### config.mk
export PLATFORM = sky130hd
export DESIGN_NAME = imm_gen_pipe
export DESIGN_NICKNAME = d
export VERILOG_FILES = /design/src/rtl/imm_gen_pkg.sv /design/src/rtl/imm_decode.sv /design/src/rtl/imm_gen_pipe.sv
export SDC_FILE = /design/constraint.sdc
export NUM_CORES = 1
export LEC_CHECK = 0
export CORE_MARGIN = 2
export CORE_UTILIZATION = 45
export DETAILED_ROUTE_END_ITERATION = 6
export DONT_BUFFER_PORTS = 1
export GPL_TIMING_DRIVEN = 1
export SYNTH_ARGS = -nofsm -noshare
export SYNTH_HDL_FRONTEND = slang
export SYNTH_SLANG_ARGS = --single-unit
### constraint.sdc
create_clock -name clk_i -period 4.65 [get_ports clk_i]
set_input_delay 0.93 -clock clk_i [delete_from_list [all_inputs] [get_ports clk_i]]
set_output_delay 0.93 -clock clk_i [all_outputs]
set_load 0.02 [all_outputs]
### src/rtl/imm_gen_pkg.sv
// Shared opcode and format encodings for the pipelined RV32I/RV64I immediate generator.
package imm_gen_pkg;

  localparam int FMT_W = 3;

  localparam logic [6:0] OPC_OP_IMM    = 7'b0010011;
  localparam logic [6:0] OPC_LOAD      = 7'b0000011;
  localparam logic [6:0] OPC_STORE     = 7'b0100011;
  localparam logic [6:0] OPC_BRANCH    = 7'b1100011;
  localparam logic [6:0] OPC_LUI       = 7'b0110111;
  localparam logic [6:0] OPC_AUIPC     = 7'b0010111;
  localparam logic [6:0] OPC_JAL       = 7'b1101111;
  localparam logic [6:0] OPC_JALR      = 7'b1100111;
  localparam logic [6:0] OPC_SYSTEM    = 7'b1110011;
  localparam logic [6:0] OPC_OP        = 7'b0110011;
  localparam logic [6:0] OPC_OP_IMM_32 = 7'b0011011;
  localparam logic [6:0] OPC_OP_32     = 7'b0111011;

  localparam logic [FMT_W-1:0] FMT_R       = 3'd0;
  localparam logic [FMT_W-1:0] FMT_I       = 3'd1;
  localparam logic [FMT_W-1:0] FMT_S       = 3'd2;
  localparam logic [FMT_W-1:0] FMT_B       = 3'd3;
  localparam logic [FMT_W-1:0] FMT_U       = 3'd4;
  localparam logic [FMT_W-1:0] FMT_J       = 3'd5;
  localparam logic [FMT_W-1:0] FMT_SHAMT   = 3'd6;
  localparam logic [FMT_W-1:0] FMT_ILLEGAL = 3'd7;

endpackage

### src/rtl/imm_decode.sv
// Combinational immediate decode by full opcode, sign-extended to XLEN; no state, no handshake.
module imm_decode
  import imm_gen_pkg::*;
#(
  parameter int XLEN = 32
) (
  input  logic [31:0]      i_instr,
  output logic [XLEN-1:0]  o_imm,
  output logic [FMT_W-1:0] o_fmt,
  output logic             o_illegal
);

  logic [XLEN-1:0] w_imm_i;
  logic [XLEN-1:0] w_imm_s;
  logic [XLEN-1:0] w_imm_b;
  logic [XLEN-1:0] w_imm_u;
  logic [XLEN-1:0] w_imm_j;
  logic [XLEN-1:0] w_shamt;
  logic            w_is_shift;
  logic            w_rv64;

  assign w_rv64     = (XLEN == 64);
  assign w_is_shift = (i_instr[14:12] == 3'b001) || (i_instr[14:12] == 3'b101);

  assign w_imm_i = XLEN'($signed(i_instr[31:20]));
  assign w_imm_s = XLEN'($signed({i_instr[31:25], i_instr[11:7]}));
  assign w_imm_b = XLEN'($signed({i_instr[31], i_instr[7], i_instr[30:25], i_instr[11:8], 1'b0}));
  assign w_imm_u = XLEN'($signed({i_instr[31:12], 12'h000}));
  assign w_imm_j = XLEN'($signed({i_instr[31], i_instr[19:12], i_instr[20], i_instr[30:21], 1'b0}));
  // shamt widens by one bit on RV64; funct7 is never part of the value
  assign w_shamt = w_rv64 ? XLEN'(i_instr[25:20]) : XLEN'(i_instr[24:20]);

  always_comb begin
    o_imm     = '0;
    o_fmt     = FMT_ILLEGAL;
    o_illegal = 1'b1;
    case (i_instr[6:0])
      OPC_OP_IMM: begin
        o_illegal = 1'b0;
        o_fmt     = w_is_shift ? FMT_SHAMT : FMT_I;
        o_imm     = w_is_shift ? w_shamt : w_imm_i;
      end
      OPC_OP_IMM_32: begin
        if (w_rv64) begin
          o_illegal = 1'b0;
          o_fmt     = w_is_shift ? FMT_SHAMT : FMT_I;
          o_imm     = w_is_shift ? w_shamt : w_imm_i;
        end
      end
      OPC_LOAD, OPC_JALR, OPC_SYSTEM: begin
        o_illegal = 1'b0;
        o_fmt     = FMT_I;
        o_imm     = w_imm_i;
      end
      OPC_STORE: begin
        o_illegal = 1'b0;
        o_fmt     = FMT_S;
        o_imm     = w_imm_s;
      end
      OPC_BRANCH: begin
        o_illegal = 1'b0;
        o_fmt     = FMT_B;
        o_imm     = w_imm_b;
      end
      OPC_LUI, OPC_AUIPC: begin
        o_illegal = 1'b0;
        o_fmt     = FMT_U;
        o_imm     = w_imm_u;
      end
      OPC_JAL: begin
        o_illegal = 1'b0;
        o_fmt     = FMT_J;
        o_imm     = w_imm_j;
      end
      OPC_OP: begin
        o_illegal = 1'b0;
        o_fmt     = FMT_R;
      end
      OPC_OP_32: begin
        if (w_rv64) begin
          o_illegal = 1'b0;
          o_fmt     = FMT_R;
        end
      end
      default: ;
    endcase
  end

endmodule

### src/rtl/imm_gen_pipe.sv
// Decoded immediate behind a 1-cycle main register plus one-entry skid; in_ready_o is registered.
// Optional IMM_GEN_PERF_CNT_EN adds a saturating count of accepted illegal instructions.
module imm_gen_pipe
  import imm_gen_pkg::*;
#(
  parameter int XLEN  = 32,
  parameter int TAG_W = 32
) (
  input  logic             clk_i,
  input  logic             rst_i,
  input  logic             flush_i,
  input  logic             in_valid_i,
  output logic             in_ready_o,
  input  logic [31:0]      instr_i,
  input  logic [TAG_W-1:0] tag_i,
  output logic             out_valid_o,
  input  logic             out_ready_i,
  output logic [XLEN-1:0]  imm_o,
  output logic [FMT_W-1:0] fmt_o,
  output logic             illegal_o,
  output logic [TAG_W-1:0] tag_o
`ifdef IMM_GEN_PERF_CNT_EN
  ,
  output logic [31:0]      illegal_cnt_o
`endif
);

  logic [XLEN-1:0]  w_imm;
  logic [FMT_W-1:0] w_fmt;
  logic             w_ill;
  logic             w_accept;

  logic             r_m_vld;
  logic [XLEN-1:0]  r_m_imm;
  logic [FMT_W-1:0] r_m_fmt;
  logic             r_m_ill;
  logic [TAG_W-1:0] r_m_tag;

  logic             r_s_vld;
  logic [XLEN-1:0]  r_s_imm;
  logic [FMT_W-1:0] r_s_fmt;
  logic             r_s_ill;
  logic [TAG_W-1:0] r_s_tag;

  imm_decode #(.XLEN(XLEN)) u_dec (
    .i_instr   (instr_i),
    .o_imm     (w_imm),
    .o_fmt     (w_fmt),
    .o_illegal (w_ill)
  );

  assign w_accept = in_valid_i & !r_s_vld;

  always_ff @(posedge clk_i or posedge rst_i) begin
    if (rst_i) begin
      r_m_vld <= 1'b0;
      r_m_imm <= '0;
      r_m_fmt <= '0;
      r_m_ill <= 1'b0;
      r_m_tag <= '0;
      r_s_vld <= 1'b0;
      r_s_imm <= '0;
      r_s_fmt <= '0;
      r_s_ill <= 1'b0;
      r_s_tag <= '0;
    end else if (flush_i) begin
      r_m_vld <= 1'b0;
      r_s_vld <= 1'b0;
    end else if (!r_m_vld || out_ready_i) begin
      // main is free this edge: the older skid entry has priority over new input
      if (r_s_vld) begin
        r_m_vld <= 1'b1;
        r_m_imm <= r_s_imm;
        r_m_fmt <= r_s_fmt;
        r_m_ill <= r_s_ill;
        r_m_tag <= r_s_tag;
        r_s_vld <= 1'b0;
      end else if (w_accept) begin
        r_m_vld <= 1'b1;
        r_m_imm <= w_imm;
        r_m_fmt <= w_fmt;
        r_m_ill <= w_ill;
        r_m_tag <= tag_i;
      end else begin
        r_m_vld <= 1'b0;
      end
    end else if (w_accept) begin
      r_s_vld <= 1'b1;
      r_s_imm <= w_imm;
      r_s_fmt <= w_fmt;
      r_s_ill <= w_ill;
      r_s_tag <= tag_i;
    end
  end

  assign in_ready_o  = !r_s_vld;
  assign out_valid_o = r_m_vld;
  assign imm_o       = r_m_imm;
  assign fmt_o       = r_m_fmt;
  assign illegal_o   = r_m_ill;
  assign tag_o       = r_m_tag;

`ifdef IMM_GEN_PERF_CNT_EN
  logic [31:0] r_ill_cnt;

  // counts at the handshake, so an entry later lost to flush is still counted
  always_ff @(posedge clk_i or posedge rst_i) begin
    if (rst_i) begin
      r_ill_cnt <= '0;
    end else if (w_accept && w_ill && (r_ill_cnt != 32'hFFFF_FFFF)) begin
      r_ill_cnt <= r_ill_cnt + 32'd1;
    end
  end

  assign illegal_cnt_o = r_ill_cnt;
`else
  // build without the illegal-instruction counter
`endif

endmodule

==> metrics.txt <==
status=completed; sw power=0.943 mW; DP Area=6240 um^2; Cell Area, Synth=6140 um^2; # fillers=1,251; number of global-route vias before repair=4,718; count of cell types in the netlist=38; RSZ-0062 raised after global routing=no; total power of the final layout=3.40 mW; Min-Delay Path Depth=2; initial antenna violation count=0; RR Startpoint=r_s_vld$_DFFE_PP0P_; P_leak=2.98 nW; CTS Hold Bufs=0; 1st-iter DRT viols=375; Worst Tran Pin Value=1150 ps; Synth warnings=0; CP max stage cell=dfrtp_2; Placed Cells=801; post-synthesis sequential area ratio=0.562; family with the most delay on the worst path=buffers and inverters; ANT nets after route=0; Max FO, Critical Path=31; Synth Register Bits=138; CTS resizes=0; HPWL after DPL=9680 um; combinational cell fraction of total power=0.090; setup TNS=0 ps; post-CTS setup buffers=0; Ports=139; H-tree Lvls=4; critical path launch point=r_s_vld$_DFFE_PP0P_; post-route minimum period=2930 ps; first-pass GRT wire length=24,800 um; routed vias=4,600; clk slew on worst S/H paths=60 ps; total CTS buffers=17; Hold Crit Endpoint=r_s_tag[30]$_DFFE_PP0P_; Final setup viols=0; drt pass-1 iters=4; top_reg_cell synth=dfrtp_1; Area growth syn-to-layout=11.9%; Required @ worst endpoint=3720 ps; DIE HEIGHT=121 um; critical path arrival=2000 ps; Via density=5.52; clock sink total=138; Post-synth EDFFs=0; P per Cell Area=495 nW/um^2; post-route cell area=6880 um^2; Die W=121 um; Syn Inst Count=664; leading cell type in the layout, fill and taps excluded=nand2_1; relative slew slack=0.232; count of final hold-check violations=0; DRC Markers=0; fraction of layout cells with a size suffix above 1=0.0791; most frequent cells in the layout=nand2_1 (173), dfrtp_1 (137), o21ai_0 (62), nor2_1 (49), mux2i_1 (32); Rows=42; peak supply drop=0.000246 V; Flop pwr share=0.490; cells along the critical path=buf_4 > inv_1; Global Route Usage Sum=0.218; Largest stage delay, worst path=660 ps; Skew-Pair Late Insertion Delay=410 ps; switching share of power=0.277; Wirelength per Cell=17.6 um; maxcap violations=0; Core ar.=13,300 um^2; critical path endpoint category=output port; Fmax=341 MHz; Clock Path Buffers=2; flop-to-flop setup slack=1960 ps; R2R depth=5; clk_skew=6.69 ps; Clock power frac=0.420; Hold/Removal Path Class=flop to flop; Pint=2.46 mW; largest net degree at the start of global routing=88; Diodes inserted=0; final cell count without fillers=833; # nets final=713; max-slew violations=0; GR Overflow Total=0; die area=14,600 um^2; fraction of registers with async set/reset=1.00; Syn Area/Cell=9.25 um^2; CTS tree=yes; reg2reg end=imm_o[19]$_DFFE_PP0P_; GP Congestion=0.930; WL final=14,700 um; Final period util=0.630; worst path bufs/invs=2; initial core utilization=0.462; startpoint types=flop; Hold WS=472 ps; Syn Nets=733; Crit Path Class=flop to output port; port bufs=0; hold path start=r_s_tag[30]$_DFFE_PP0P_; Root Buffer=clkbuf_16
tightest hold or removal path, stage by stage, from the launching register on:
cell,delay (ps)
dfrtp_1,340
nand2_1,50
nand2_1,50
per-layer routing:
layer	routed length, um	global-route usage
met1	6090	0.276
met2	7150	0.348
met3	1320	0.0780
met4	98	0.0719
met5	0	0
power by group through the flow:
stage          Clock [mW]  Sequential (mW)  Combinational (mW)
2_1_floorplan           0             1.64               0.262
3_3_place_gp            0             1.68               0.298
3_5_place_dp            0             1.69               0.313
4_1_cts              1.47             1.67               0.314
5_1_grt              1.51             1.70               0.368
6_report             1.43             1.67               0.307
stage by stage:
stage                      util  setup WS [ps]
after detailed placement  0.469           1710
final                     0.517           1720
after floorplan               -           23.8
after global placement    0.469           1780
after CTS                 0.517           1690
after global routing      0.517           1580
cell type report:
class                   count  area, um^2  share of cell area
well taps                 176         220              0.0320
clock buffers              18         439              0.0639
multi-input cells         475        2480               0.361
repair buffers              9        67.6             0.00983
inverters                   3        16.3             0.00237
flip-flops and latches    138        3450               0.502
clock inverters            14         195              0.0284
logic make-up after synthesis:
| family | after synthesis | share of synthesized area |
|---|---|---|
| xor+xnor | 1 | 0.00143 |
| simple gates | 293 | 0.205 |
| flops | 138 | 0.562 |
| compound gates | 147 | 0.140 |
| mux | 34 | 0.0558 |
| buf+inv | 51 | 0.0356 |
flip-flops by register name, indices dropped and copies added, names as in the netlist:
name / count
out_valid_o: 1
illegal_o: 1
r_s_ill: 1
r_s_vld: 1
tag_o: 32
r_s_fmt: 3
r_s_tag: 32
imm_o: 32
r_s_imm: 32
fmt_o: 3
synth_stat cells (4+ instances only):
cell / instances / share of area
or3_1: 18 / 0.018
o211ai_1: 4 / 0.0049
nor2_1: 49 / 0.030
o21ai_0: 62 / 0.050
a211oi_1: 9 / 0.011
clkbuf_1: 25 / 0.015
nand2_1: 174 / 0.11
nor3_1: 14 / 0.011
mux2i_1: 32 / 0.052
dfrtp_1: 138 / 0.56
nand3_1: 15 / 0.012
a31oi_1: 31 / 0.032
and3_1: 6 / 0.0061
a21oi_1: 31 / 0.025
buf_2: 19 / 0.015
worst max path at each step:
stage	end	cells after the start
global route	in_ready_o	2
finish	in_ready_o	2
CTS	in_ready_o	2
global placement	r_s_imm[5]$_DFFE_PP0P_	6
floorplan	fmt_o[0]$_DFFE_PP0P_	1
detailed placement	r_s_imm[1]$_DFFE_PP0P_	6
No activity file was read; power rests on OpenSTA's default activity.
